<file path="config.mk">
export PLATFORM = sky130hd
export DESIGN_NAME = maquina_vend_ctrl
export DESIGN_NICKNAME = d
export VERILOG_FILES = /design/src/rtl/maquina_vend_ctrl.sv
export SDC_FILE = /design/constraint.sdc
export NUM_CORES = 1
export LEC_CHECK = 0
export BUFFER_PORTS_ARGS = -buffer_cell sky130_fd_sc_hd__buf_2
export CAP_MARGIN = 25
export CORE_MARGIN = 4
export CORE_UTILIZATION = 63
export DETAILED_ROUTE_END_ITERATION = 7
export PLACE_DENSITY = 0.85
export SLEW_MARGIN = 5
export SYNTH_ARGS = -nofsm -noshare
export SYNTH_HDL_FRONTEND = slang
export SYNTH_SLANG_ARGS = --single-unit
</file>
<file path="constraint.sdc">
create_clock -name clk -period 4.6 [get_ports clk]
set_input_delay 0.69 -clock clk [delete_from_list [all_inputs] [get_ports clk]]
set_output_delay 0.69 -clock clk [all_outputs]
set_load 0.03 [all_outputs]
</file>
<file path="src/rtl/maquina_vend_ctrl.sv">
// Multi-product coin vending controller: edge-detected coin/buy/return inputs,
// per-product pricing, timed vend strobe and greedy change returned as coin pulses.
module maquina_vend_ctrl #(
  parameter int N_PROD      = 4,
  parameter int CREDIT_W    = 8,
  parameter int NICKEL_VAL  = 5,
  parameter int DIME_VAL    = 10,
  parameter int QUARTER_VAL = 25,
  parameter logic [N_PROD*CREDIT_W-1:0] PRICE_LIST = {8'd50, 8'd40, 8'd30, 8'd25},
  parameter int CREDIT_MAX  = 200,
  parameter int VEND_CYC    = 4,
  localparam int PSEL_W     = (N_PROD > 1) ? $clog2(N_PROD) : 1
) (
  input  logic                clk,
  input  logic                reset,
  input  logic                coin_n,
  input  logic                coin_d,
  input  logic                coin_q,
  input  logic                buy,
  input  logic [PSEL_W-1:0]   prod_sel,
  input  logic                ret,
  output logic [CREDIT_W-1:0] credit,
  output logic [N_PROD-1:0]   vend,
  output logic                chg_q,
  output logic                chg_d,
  output logic                chg_n,
  output logic                coin_reject,
  output logic                err_insuf,
  output logic                busy
);

  typedef enum logic [1:0] {IDLE, VEND, CHANGE} state_t;

  localparam int VCNT_W = (VEND_CYC > 1) ? $clog2(VEND_CYC) : 1;
  localparam logic [CREDIT_W-1:0] NICKEL  = CREDIT_W'(NICKEL_VAL);
  localparam logic [CREDIT_W-1:0] DIME    = CREDIT_W'(DIME_VAL);
  localparam logic [CREDIT_W-1:0] QUARTER = CREDIT_W'(QUARTER_VAL);
  localparam logic [CREDIT_W:0]   CMAX    = (CREDIT_W+1)'(CREDIT_MAX);

  // Input order in the edge registers: {ret, buy, coin_q, coin_d, coin_n}
  logic [4:0]        lvl_r, lvl_p, evt;
  logic [PSEL_W-1:0] psel_r;

  // Edge registers come out of reset high so a level already asserted at
  // release is not mistaken for a fresh event. prod_sel is registered alongside
  // so it lines up with the buy edge it belongs to.
  // NOTE: sequential state uses non-blocking (<=) so every register samples
  // pre-edge values regardless of process evaluation order.
  always_ff @(posedge clk or posedge reset) begin
    if (reset) begin
      lvl_r  <= '1;
      lvl_p  <= '1;
      psel_r <= '0;
    end else begin
      lvl_r  <= {ret, buy, coin_q, coin_d, coin_n};
      lvl_p  <= lvl_r;
      psel_r <= prod_sel;
    end
  end

  assign evt = lvl_r & ~lvl_p;

  logic       ret_evt, buy_evt, any_coin, multi_coin;
  logic [2:0] coin_evt;
  assign ret_evt    = evt[4];
  assign buy_evt    = evt[3];
  assign coin_evt   = evt[2:0];
  assign any_coin   = |coin_evt;
  assign multi_coin = (coin_evt & (coin_evt - 3'd1)) != 3'd0;

  state_t                state, state_nxt;
  logic [CREDIT_W-1:0]   credit_nxt;
  logic [N_PROD-1:0]     vend_nxt;
  logic                  chg_q_nxt, chg_d_nxt, chg_n_nxt;
  logic                  coin_reject_nxt, err_insuf_nxt, busy_nxt;
  logic [VCNT_W-1:0]     vcnt, vcnt_nxt;
  logic                  gap, gap_nxt;
  logic                  start_chg;

  logic [CREDIT_W-1:0]   coin_val, price, g_val;
  logic [CREDIT_W:0]     coin_sum;
  logic [N_PROD-1:0]     vend_sel;
  logic                  sel_ok;
  logic [2:0]            g_coin;

  // NOTE: every combinational output gets a default before any branch so no
  // path leaves a signal unassigned, which would infer a latch.
  always_comb begin
    coin_val = NICKEL;
    if (coin_evt[2])      coin_val = QUARTER;
    else if (coin_evt[1]) coin_val = DIME;
  end

  assign coin_sum = {1'b0, credit} + {1'b0, coin_val};

  // Out-of-range selections never match, leaving sel_ok low.
  always_comb begin
    price    = '0;
    sel_ok   = 1'b0;
    vend_sel = '0;
    for (int k = 0; k < N_PROD; k++) begin
      if (psel_r == PSEL_W'(k)) begin
        price       = PRICE_LIST[k*CREDIT_W +: CREDIT_W];
        sel_ok      = 1'b1;
        vend_sel[k] = 1'b1;
      end
    end
  end

  // Largest coin not exceeding the remaining credit, as {q, d, n}.
  always_comb begin
    g_coin = 3'b001;
    g_val  = NICKEL;
    if (credit >= QUARTER) begin
      g_coin = 3'b100;
      g_val  = QUARTER;
    end else if (credit >= DIME) begin
      g_coin = 3'b010;
      g_val  = DIME;
    end
  end

  always_comb begin
    state_nxt       = state;
    credit_nxt      = credit;
    vend_nxt        = vend;
    vcnt_nxt        = vcnt;
    gap_nxt         = gap;
    chg_q_nxt       = 1'b0;
    chg_d_nxt       = 1'b0;
    chg_n_nxt       = 1'b0;
    coin_reject_nxt = 1'b0;
    err_insuf_nxt   = 1'b0;
    start_chg       = 1'b0;

    unique case (state)
      IDLE: begin
        if (ret_evt && credit != '0) begin
          start_chg       = 1'b1;
          coin_reject_nxt = any_coin;
        end else if (buy_evt) begin
          coin_reject_nxt = any_coin;
          if (sel_ok && credit >= price) begin
            credit_nxt = credit - price;
            vend_nxt   = vend_sel;
            vcnt_nxt   = VCNT_W'(VEND_CYC - 1);
            state_nxt  = VEND;
          end else begin
            err_insuf_nxt = 1'b1;
          end
        end else if (any_coin) begin
          if (multi_coin || coin_sum > CMAX) coin_reject_nxt = 1'b1;
          else                               credit_nxt = coin_sum[CREDIT_W-1:0];
        end
      end

      VEND: begin
        coin_reject_nxt = any_coin;
        if (vcnt == '0) begin
          vend_nxt = '0;
          if (credit != '0) start_chg = 1'b1;
          else              state_nxt = IDLE;
        end else begin
          vcnt_nxt = vcnt - VCNT_W'(1);
        end
      end

      CHANGE: begin
        coin_reject_nxt = any_coin;
        if (!gap)                gap_nxt   = 1'b1;
        else if (credit == '0)   state_nxt = IDLE;
        else                     start_chg = 1'b1;
      end

      default: state_nxt = IDLE;
    endcase

    // Pulse cycle: the coin output and the credit debit land on the same edge.
    if (start_chg) begin
      state_nxt                           = CHANGE;
      gap_nxt                             = 1'b0;
      {chg_q_nxt, chg_d_nxt, chg_n_nxt}   = g_coin;
      credit_nxt                          = credit - g_val;
    end

    busy_nxt = (state_nxt != IDLE);
  end

  always_ff @(posedge clk or posedge reset) begin
    if (reset) begin
      state       <= IDLE;
      credit      <= '0;
      vend        <= '0;
      vcnt        <= '0;
      gap         <= 1'b0;
      chg_q       <= 1'b0;
      chg_d       <= 1'b0;
      chg_n       <= 1'b0;
      coin_reject <= 1'b0;
      err_insuf   <= 1'b0;
      busy        <= 1'b0;
    end else begin
      state       <= state_nxt;
      credit      <= credit_nxt;
      vend        <= vend_nxt;
      vcnt        <= vcnt_nxt;
      gap         <= gap_nxt;
      chg_q       <= chg_q_nxt;
      chg_d       <= chg_d_nxt;
      chg_n       <= chg_n_nxt;
      coin_reject <= coin_reject_nxt;
      err_insuf   <= err_insuf_nxt;
      busy        <= busy_nxt;
    end
  end

endmodule

</file>
# Word level (Yosys, flattened, before mapping)
# Index checks and enable logic that the tools add are counted.
dict set report op_classes {
  mux 63
  bitwise 3
  n_eq_ne 13
  n_addsub 5
  n_reduce_logical 19
  order_cmp 4
}
# operator n
set ops {}
lappend ops {{2-to-1 mux 8 bit} 10}
lappend ops {{2-to-1 mux 2 bit} 13}
lappend ops {{2-to-1 mux 1 bit} 25}
lappend ops {{2-to-1 mux 4 bit} 6}
lappend ops {{subtractor 8 bit} 2}
lappend ops {{2-to-1 mux 5 bit} 3}
lappend ops {{AND reduction 5 bit} 3}
lappend ops {{inequality test 2 bit, second input constant} 6}
lappend ops {{adder 8 x 8 -> 9 bit} 1}
lappend ops {{> comparator 9 x 8 -> 1 bit, second input constant} 1}
lappend ops {{>= comparator 8 x 4 -> 1 bit, second input constant} 1}
lappend ops {{>= comparator 8 x 5 -> 1 bit, second input constant} 1}
lappend ops {{>= comparator 8 bit} 1}
lappend ops {{zero test 8 bit} 1}
lappend ops {{one-hot mux 4 bit (2 select lines)} 1}
lappend ops {{nonzero test 2 bit} 4}
lappend ops {{nonzero test 8 bit} 1}
lappend ops {{equality test 2 bit, second input constant} 3}
lappend ops {{zero test 2 bit} 3}
lappend ops {{one-hot mux 2 bit (3 select lines)} 1}
lappend ops {{nonzero test 3 bit} 2}
lappend ops {{bitwise AND 5 bit} 1}
lappend ops {{inverter 5 bit} 1}
lappend ops {{equality test 2 x 1 -> 1 bit, second input constant} 2}
lappend ops {{other kinds (13)} 14}
dict set report word_totals {
  reg_bits 35
}

# Longest topological paths before layout
# Gate-level depths: netlist of the first run.
dict set report logic_depth {
  depth_word 13
  mapped_depth 13
  ltp_nobuf 12
}

# Worst setup path after synthesis of the first run
# No wires, ideal clock.
dict set report synth_timing {
  path_type {reg-to-reg}
  from {reg lvl_r[1]}
  to {reg credit[5]}
  setup_slack_ns 1.611
  period_less_slack_ns 2.989
  path_stages_with_launch 13
  n_path_buf 1
  required_time_ns 4.474
  t_arrival_ns 2.863
  path_cell_list {dfstp_2 -> nand2b_1 -> nand2b_1 -> ha_1 -> fa_1 -> xor2_1 -> nor3_1 -> o32ai_1 -> a21oi_1 -> o31ai_1 -> o21ai_4 -> buf_6 -> o311a_1}
}
dict set report synth_between {
  elab_chain_len 10
}
# element line
set synth_rtl {}
lappend synth_rtl {{start: declaration} 41} ;# logic [4:0] lvl_r, lvl_p, evt;
lappend synth_rtl {{start signal: assignment} 55} ;# lvl_r <= {ret, buy, coin_q, coin_d, coin_n};
lappend synth_rtl {{bitwise AND 5 bit *} 61} ;# assign evt = lvl_r & ~lvl_p;
lappend synth_rtl {{parallel branches: the longest is 9 deep, another holds adder 8 x 8 -> 9 bit} -}
lappend synth_rtl {{end signal: assignment} 204} ;# credit <= credit_nxt;
lappend synth_rtl {{end: declaration} 22} ;# output logic [CREDIT_W-1:0] credit,
# Mark *: on every way between the ends. The select of a mux whose other input is x is not followed.
# A chain may end at the register's enable or synchronous reset.

# Final worst setup path of the first run
dict set report layout_timing {
  from {reg lvl_p[1]}
  to {reg credit[2]}
}
dict set report layout_between {
  elab_chain_len 11
}
# element line
set layout_rtl {}
lappend layout_rtl {{start: declaration} 41}
lappend layout_rtl {{start signal: assignment} 56} ;# lvl_p <= lvl_r;
lappend layout_rtl {{inverter 5 bit *} 61}
lappend layout_rtl {{bitwise AND 5 bit *} 61}
lappend layout_rtl {{parallel branches: the longest is 9 deep, another holds adder 8 x 8 -> 9 bit} -}
# Marks and branches as above.

==> results.json, run 1 <==
{
  "vias_per_cell": 6.02,
  "slew_headroom_pct": 60.2,
  "hold_end": "lvl_p[1]$_DFF_PP1_",
  "path_cells": "nand2b_1, nand2b_1, inv_1, ha_1, a21o_1, and4_1, or3_1, a21oi_1, o31ai_1, o21ai_4, mux2i_1, mux2_2",
  "syn2layout_area_growth_pct": 10.0,
  "p_sw_uw": 970,
  "port_buffers": 26,
  "die_w_microns": 70.9,
  "critPathCaptureType": "flop",
  "die_h_microns": 70.9,
  "synth_simple_gate_area_share_pct": 19.4,
  "synth_cells": 269,
  "syn-num-nets": 303,
  "status": "complete, no violations",
  "synthMuxAreaShare_pct": 3.51,
  "ff2ff_setup_slack_ns": 1.30,
  "async_flop_share_pct": 100,
  "synth_area_sq_um": 2490,
  "dr.pass1.iters": 4,
  "cts_tree": "built",
  "hp-start": "lvl_r[1]$_DFF_PP1_",
  "htree_levels": 2,
  "whs_ns": 0.359,
  "hpwl_microns": 3980,
  "drcViolationCount": 0,
  "ir_worst_vdd_v": 0.000363,
  "pre_cts_slack_ns": 1.36,
  "worst_slack_ns": 1.30,
  "cts_inserted_buffers": 5,
  "crit_required_ns": 4.78,
  "synthDistinctLibCells": 56,
  "rsz0062_at_grt": "false",
  "holdBufCountCts": 0,
  "worstSetupPathType": "reg2reg",
  "fin_nets": 331,
  "swShare_pct": 48.6,
  "vias": 2084,
  "core_area_sq_um": 3740,
  "yosysWarnings": 0,
  "p_int_mw": 1.03,
  "wirelength_microns": 5290,
  "post_cts_buffers": 0,
  "io_pins": 27,
  "die_area_sq_um": 5030,
  "cap_viol_max_count": 0,
  "syn_avg_cell_area_sq_um": 9.27,
  "first_global_vias": 2006,
  "setup_violations": 0,
  "synth_edf_count": 0,
  "place.gp.congestion": 0.911,
  "cpMaxStageDelayCell": "dfstp_2",
  "cts_sinks": 35,
  "cp-start-kind": "flop",
  "ctsLongestPathBuffers": 2,
  "grt_pass1_wl_microns": 9060,
  "antenna_found_initial": 0,
  "hold_class": "reg2reg",
  "worst_pin_slew_ns": 0.597,
  "crit_fanout": 13,
  "wire_per_inst_microns": 15.3,
  "cts_resized": 0,
  "overflow": 0,
  "post-route-min-period_ns": 3.30,
  "power_frac_seq_pct": 26.7,
  "root_buffer": "clkbuf_8",
  "r2r-end": "credit[2]$_DFFE_PP0P_",
  "finalSetupTns_ns": 0,
  "pwr-share-clk_pct": 10.7,
  "worstReg2RegStart": "lvl_p[1]$_DFF_PP1_",
  "total_power_mw": 2.00,
  "clock.fmax_mhz": 303,
  "cp_top_family": "compound AO/OA/AOI/OAI gates",
  "initial_core_util_pct": 66.6,
  "grtUsageTotal_pct": 22.8,
  "cpMostUsedCell": "nand2b_1",
  "synth_top_family_by_area": "compound AO/OA/AOI/OAI gates",
  "maxSlewViolCount": 0,
  "diodes": 0,
  "clock_latency_ns": 0.29,
  "synth_fa_ha_area_share_pct": 13.8,
  "final_util_pct": 73.3,
  "synth-xor-area-share_pct": 2.46,
  "p_leak_nw": 1.29,
  "slowest_delay_ns": 0.53,
  "rows": 22,
  "finalCritPeriodShare_pct": 71.7,
  "path_clk_slew_ns": 0.07,
  "synth_seq_area_share_pct": 35.6,
  "antenna_left": 0,
  "hold_viol": 0,
  "grt_max_degree": 36,
  "holdPathStages": 0,
  "pwr-share-comb_pct": 62.7,
  "cp.arrival_ns": 3.48,
  "synth_compound_area_share_pct": 20.4,
  "reg2regPathDepth": 12,
  "path_buf_inv": 1,
  "drive_gt1_share_pct": 19.1,
  "finClkSkew_ns": 0.0120,
  "ys_ff_latch": 35,
  "power_density_nw_per_um2": 728,
  "drt_iter0_markers": 95,
  "synthFlopType": "dfrtp_1"
}
-- how the worst max path moves through the flow --
stage                                     start               endpoint  depth (start not counted)
after floorplan              lvl_r[1]$_DFF_PP1_  credit[5]$_DFFE_PP0P_                         12
after global placement       lvl_r[1]$_DFF_PP1_  credit[2]$_DFFE_PP0P_                         12
after detailed placement     lvl_p[1]$_DFF_PP1_  credit[2]$_DFFE_PP0P_                         12
after CTS                    lvl_p[1]$_DFF_PP1_  credit[2]$_DFFE_PP0P_                         12
after global routing      credit[1]$_DFFE_PP0P_  credit[7]$_DFFE_PP0P_                         12
final                        lvl_p[1]$_DFF_PP1_  credit[2]$_DFFE_PP0P_                         12
-- layout by cell type (no fill, tap or decap), types with 4 or more instances in the layout --
master,count
o21ai_0,23
mux2_2,5
inv_1,22
dfstp_2,10
or3_1,6
a211oi_1,4
nor2_1,18
buf_2,26
nand2b_1,9
nand2_1,18
ha_1,22
nor2b_1,8
a21oi_1,10
xnor2_1,6
a21o_1,4
nand3_1,5
dfrtp_1,25
nor3_1,12
clkbuf_8,5
-- area by class of cell --
class / count / area, sq um
Timing Repair Buffer: 28 / 145
Fill cell: 296 / 1000
Multi-Input combinational cell: 205 / 1490
Inverter: 22 / 82.6
Clock buffer: 8 / 80.1
Sequential cell: 35 / 888
Tap cell: 48 / 60.1
-- per-stage QoR --
stage               instances  instance area, sq um
floorplan                 269                  2490
global placement          338                  2660
detailed placement        338                  2660
CTS                       346                  2740
global route              346                  2740
finish                    346                  2740
-- power by group through the flow --
stage	Combinational (mW)	Sequential (mW)	Clock (mW)
after global routing	1.39	0.551	0.231
after global placement	1.20	0.529	0
after detailed placement	1.23	0.533	0
after CTS	1.25	0.529	0.214
final	1.25	0.533	0.213
after floorplan	0.900	0.614	0
-- sequential cells by signal (all words and copies together), names as in the netlist, 2 cells and up --
name / count
vend: 4
psel_r: 2
lvl_p: 5
state: 2
lvl_r: 5
vcnt: 2
credit: 8
-- layer usage --
layer	vias up	GRT usage (%)	part of all wire [%]
met5	-	0	0
met4	0	10.4	3.1
met3	15	4.69	6.4
met2	77	36.3	48
met1	965	29.9	43
li1	1027	-	-
-- worst register-to-register path, delay by kind of cell (launching register included) --
kind	cells	cell delay, ns
DFF	1	0.53
muxes	2	0.39
AOI/OAI and AO/OA	4	1.04
and+or+nand+nor	4	0.86
adders and majority gates	1	0.29
buffers and inverters	1	0.09
-- synthesized netlist by cell type, drive strengths merged, types with 2 or more instances --
library cell / instances / area [sq um]
nand3: 5 / 25.0
o21ai: 27 / 150
nand2b: 9 / 56.3
o311a: 3 / 30.0
mux2i: 2 / 20.0
dfstp: 10 / 263
a31oi: 2 / 12.5
and2: 3 / 18.8
a21o: 4 / 30.0
o21bai: 2 / 15.0
nand4: 2 / 12.5
or3: 6 / 37.5
o21a: 3 / 22.5
fa: 3 / 60.1
a211oi: 5 / 42.5
nand2: 18 / 67.6
o31a: 3 / 26.3
ha: 22 / 275
inv: 22 / 82.6
nor2b: 8 / 50.1
o22ai: 3 / 18.8
nor3: 14 / 92.6
dfrtp: 25 / 626
clkbuf: 5 / 18.8
xnor2: 6 / 52.6
o2111ai: 2 / 17.5
a21oi: 10 / 50.1
buf: 2 / 16.3
mux2: 6 / 67.6
or4: 2 / 18.8
nor2: 18 / 67.6
-- cell families (layout without fill, tap and decap cells) --
kind of cell,count (synthesis),after routing
XOR/XNOR,7,7
multiplexers,8,8
buffers and inverters,29,58
AND/OR/NAND/NOR,90,90
AO/OA/AOI/OAI,74,74
flip-flops,35,35
adder cells (fa/ha/maj),26,26
Power figures use the tool's default switching activity.
==> inputs of run 2 (changes only) <==
--- a/config.mk
+++ b/config.mk
@@ -8,9 +8,9 @@
 export BUFFER_PORTS_ARGS = -buffer_cell sky130_fd_sc_hd__buf_2
 export CAP_MARGIN = 25
 export CORE_MARGIN = 4
-export CORE_UTILIZATION = 63
+export CORE_UTILIZATION = 53
 export DETAILED_ROUTE_END_ITERATION = 7
-export PLACE_DENSITY = 0.85
+export PLACE_DENSITY = 0.76
 export SLEW_MARGIN = 5
 export SYNTH_ARGS = -nofsm -noshare
 export SYNTH_HDL_FRONTEND = slang
==> constraint.sdc (replaced) <==
create_clock -name clk -period 2.9 [get_ports clk]
set_input_delay 0.435 -clock clk [delete_from_list [all_inputs] [get_ports clk]]
set_output_delay 0.435 -clock clk [all_outputs]
set_load 0.03 [all_outputs]
==> results.json, run 2 (synthesized netlist as in run 1, its figures left out) <==
{
  "grt_pass1_wl_microns": 10900,
  "initial_core_util_pct": 56.1,
  "grt_max_degree": 22,
  "die_h_microns": 76.6,
  "p_sw_mw": 1.92,
  "largest-register": "credit",
  "cp-start-kind": "flop",
  "largest_reg_flops": 8,
  "ctsLongestPathBuffers": 2,
  "worst_pin_slew_ns": 0.782,
  "vias_per_cell": 5.95,
  "io_pins": 27,
  "overflow": 0,
  "diodes": 0,
  "power_density_nw_per_um2": 1210,
  "p_int_mw": 2.13,
  "setup_violations": 9,
  "violations": "setup timing",
  "vias": 2356,
  "r2r-end": "credit[2]$_DFFE_PP0P_",
  "slowest_delay_ns": 0.52,
  "pwr-share-comb_pct": 72.5,
  "wire_per_inst_microns": 17.2,
  "worst_slack_ns": -0.0891,
  "fin_nets": 377,
  "critPathCaptureType": "flop",
  "root_buffer": "clkbuf_8",
  "worstSetupPathType": "reg2reg",
  "finalSetupTns_ns": -0.383,
  "slew_headroom_pct": 47.8,
  "hold_class": "in2reg",
  "drive_gt1_share_pct": 40.7,
  "layout_common_cells": "46 x buf_4, 26 x buf_2, 23 x dfrtp_1",
  "worstReg2RegStart": "lvl_p[1]$_DFF_PP1_",
  "ff2ff_setup_slack_ns": -0.09,
  "syn2layout_area_growth_pct": 34.7,
  "drt_iter0_markers": 136,
  "holdBufCountCts": 0,
  "path_cells": "nand2b_4, nand2b_4, inv_2, ha_4, a21o_1, and4_4, buf_6, nor2_1, o31a_1, o31ai_4, o21ai_4, mux2i_1, mux2_2",
  "cpMostUsedCell": "nand2b_4",
  "antenna_left": 0,
  "p_leak_nw": 1.56,
  "cpMaxStageDelayCell": "dfstp_2",
  "crit_end": "credit[2]$_DFFE_PP0P_",
  "status": "finished with violations",
  "die_w_microns": 76.6,
  "hpwl_microns": 4560,
  "place.gp.congestion": 0.836,
  "fillers": 303,
  "rows": 24,
  "finClkSkew_ns": 0.00802,
  "crit_required_ns": 3.08,
  "power_frac_seq_pct": 19.1,
  "cts_tree": "built",
  "clock_latency_ns": 0.29,
  "finalCritPeriodShare_pct": 103,
  "die_area_sq_um": 5870,
  "drcViolationCount": 0,
  "pwr-share-clk_pct": 8.4,
  "largest_registers": "credit: 8 flops, lvl_p: 5 flops, lvl_r: 5 flops",
  "htree_levels": 2,
  "cp.arrival_ns": 3.17,
  "post-route-min-period_ns": 2.99,
  "wirelength_microns": 6820,
  "path_clk_slew_ns": 0.07,
  "port_buffers": 26,
  "cap_viol_max_count": 0,
  "critPathLaunch": "lvl_p[1]$_DFF_PP1_",
  "reg2regPathDepth": 13,
  "crit_fanout": 6,
  "placed_area_sq_um": 2950,
  "dr.pass1.iters": 5,
  "core_area_sq_um": 4440,
  "rsz0062_at_grt": "true",
  "hold_viol": 0,
  "final_area_sq_um": 3360,
  "clock.fmax_mhz": 335,
  "final_common_cell": "buf_4",
  "ir_worst_vdd_v": 0.000524,
  "cts_sinks": 35,
  "antenna_found_initial": 0,
  "grtUsageTotal_pct": 23.0,
  "first_global_vias": 2321,
  "cts_inserted_buffers": 5,
  "swShare_pct": 47.3,
  "maxSlewViolCount": 0
}
-- run 2: layer usage --
metal  up-vias  wire (microns)  GRT usage [%]
met3        28             452           4.61
met4         0             204           8.51
met2       105            3320           40.0
met1      1098            2840           28.0
met5         -               0              0
li1       1125               -              -
-- run 2: worst min path at each step --
| stage | start | to | slack [ns] | depth (start not counted) |
|---|---|---|---|---|
| finish | ret | lvl_r[4]$_DFF_PP1_ | 0.24 | 1 |
| global route | coin_n | lvl_r[0]$_DFF_PP1_ | 0.23 | 1 |
| detailed placement | lvl_r[3]$_DFF_PP1_ | lvl_p[3]$_DFF_PP1_ | 0.36 | 0 |
| CTS | coin_n | lvl_r[0]$_DFF_PP1_ | 0.24 | 1 |
| floorplan | lvl_r[3]$_DFF_PP1_ | lvl_p[3]$_DFF_PP1_ | 0.35 | 0 |
| global placement | lvl_r[3]$_DFF_PP1_ | lvl_p[3]$_DFF_PP1_ | 0.35 | 0 |
-- run 2: cell type report --
| cell class | count | area, sq um | area share, % |
|---|---|---|---|
| flip-flops and latches | 35 | 891 | 26.5 |
| well taps | 52 | 65.1 | 1.94 |
| inverters | 22 | 82.6 | 2.46 |
| multi-input cells | 206 | 1750 | 52.2 |
| repair buffers | 73 | 487 | 14.5 |
| clock buffers | 8 | 80.1 | 2.38 |
-- run 2: repair_timing --
action                                  CTS  global route
endpoints found under the setup margin   13            13
buffers inserted                          6             3
pin swaps                                10            12
gates resized for setup                  28            24
cloned                                    1             0
-- run 2: through the flow --
stage,instances,setup WS (ns),power (mW),util (%),hold slack [ns]
after floorplan,269,0.00130,2.41,-,0.351
after global placement,378,-0.131,3.08,66.3,0.355
after detailed placement,378,-0.206,3.15,66.3,0.355
after CTS,393,0.00757,3.73,72.6,0.235
after global routing,396,-0.165,4.31,75.6,0.227
final,396,-0.0891,4.05,75.6,0.238
-- run 2: critical path, delay by kind of cell (launching register included) --
family,cells,cell delay [ns]
AOI/OAI and AO/OA,4,0.99
muxes,2,0.41
buffers and inverters,2,0.15
adders and majority gates,1,0.27
DFF,1,0.52
and+or+nand+nor,4,0.53
-- run 2: power by group through the flow --
stage          registers (mW)  clock network (mW)  logic (mW)
2_1_floorplan           0.976                   0        1.44
3_3_place_gp            0.769                   0        2.31
3_5_place_dp            0.775                   0        2.38
4_1_cts                 0.771               0.344        2.62
5_1_grt                 0.798               0.377        3.13
6_report                0.774               0.341        2.94
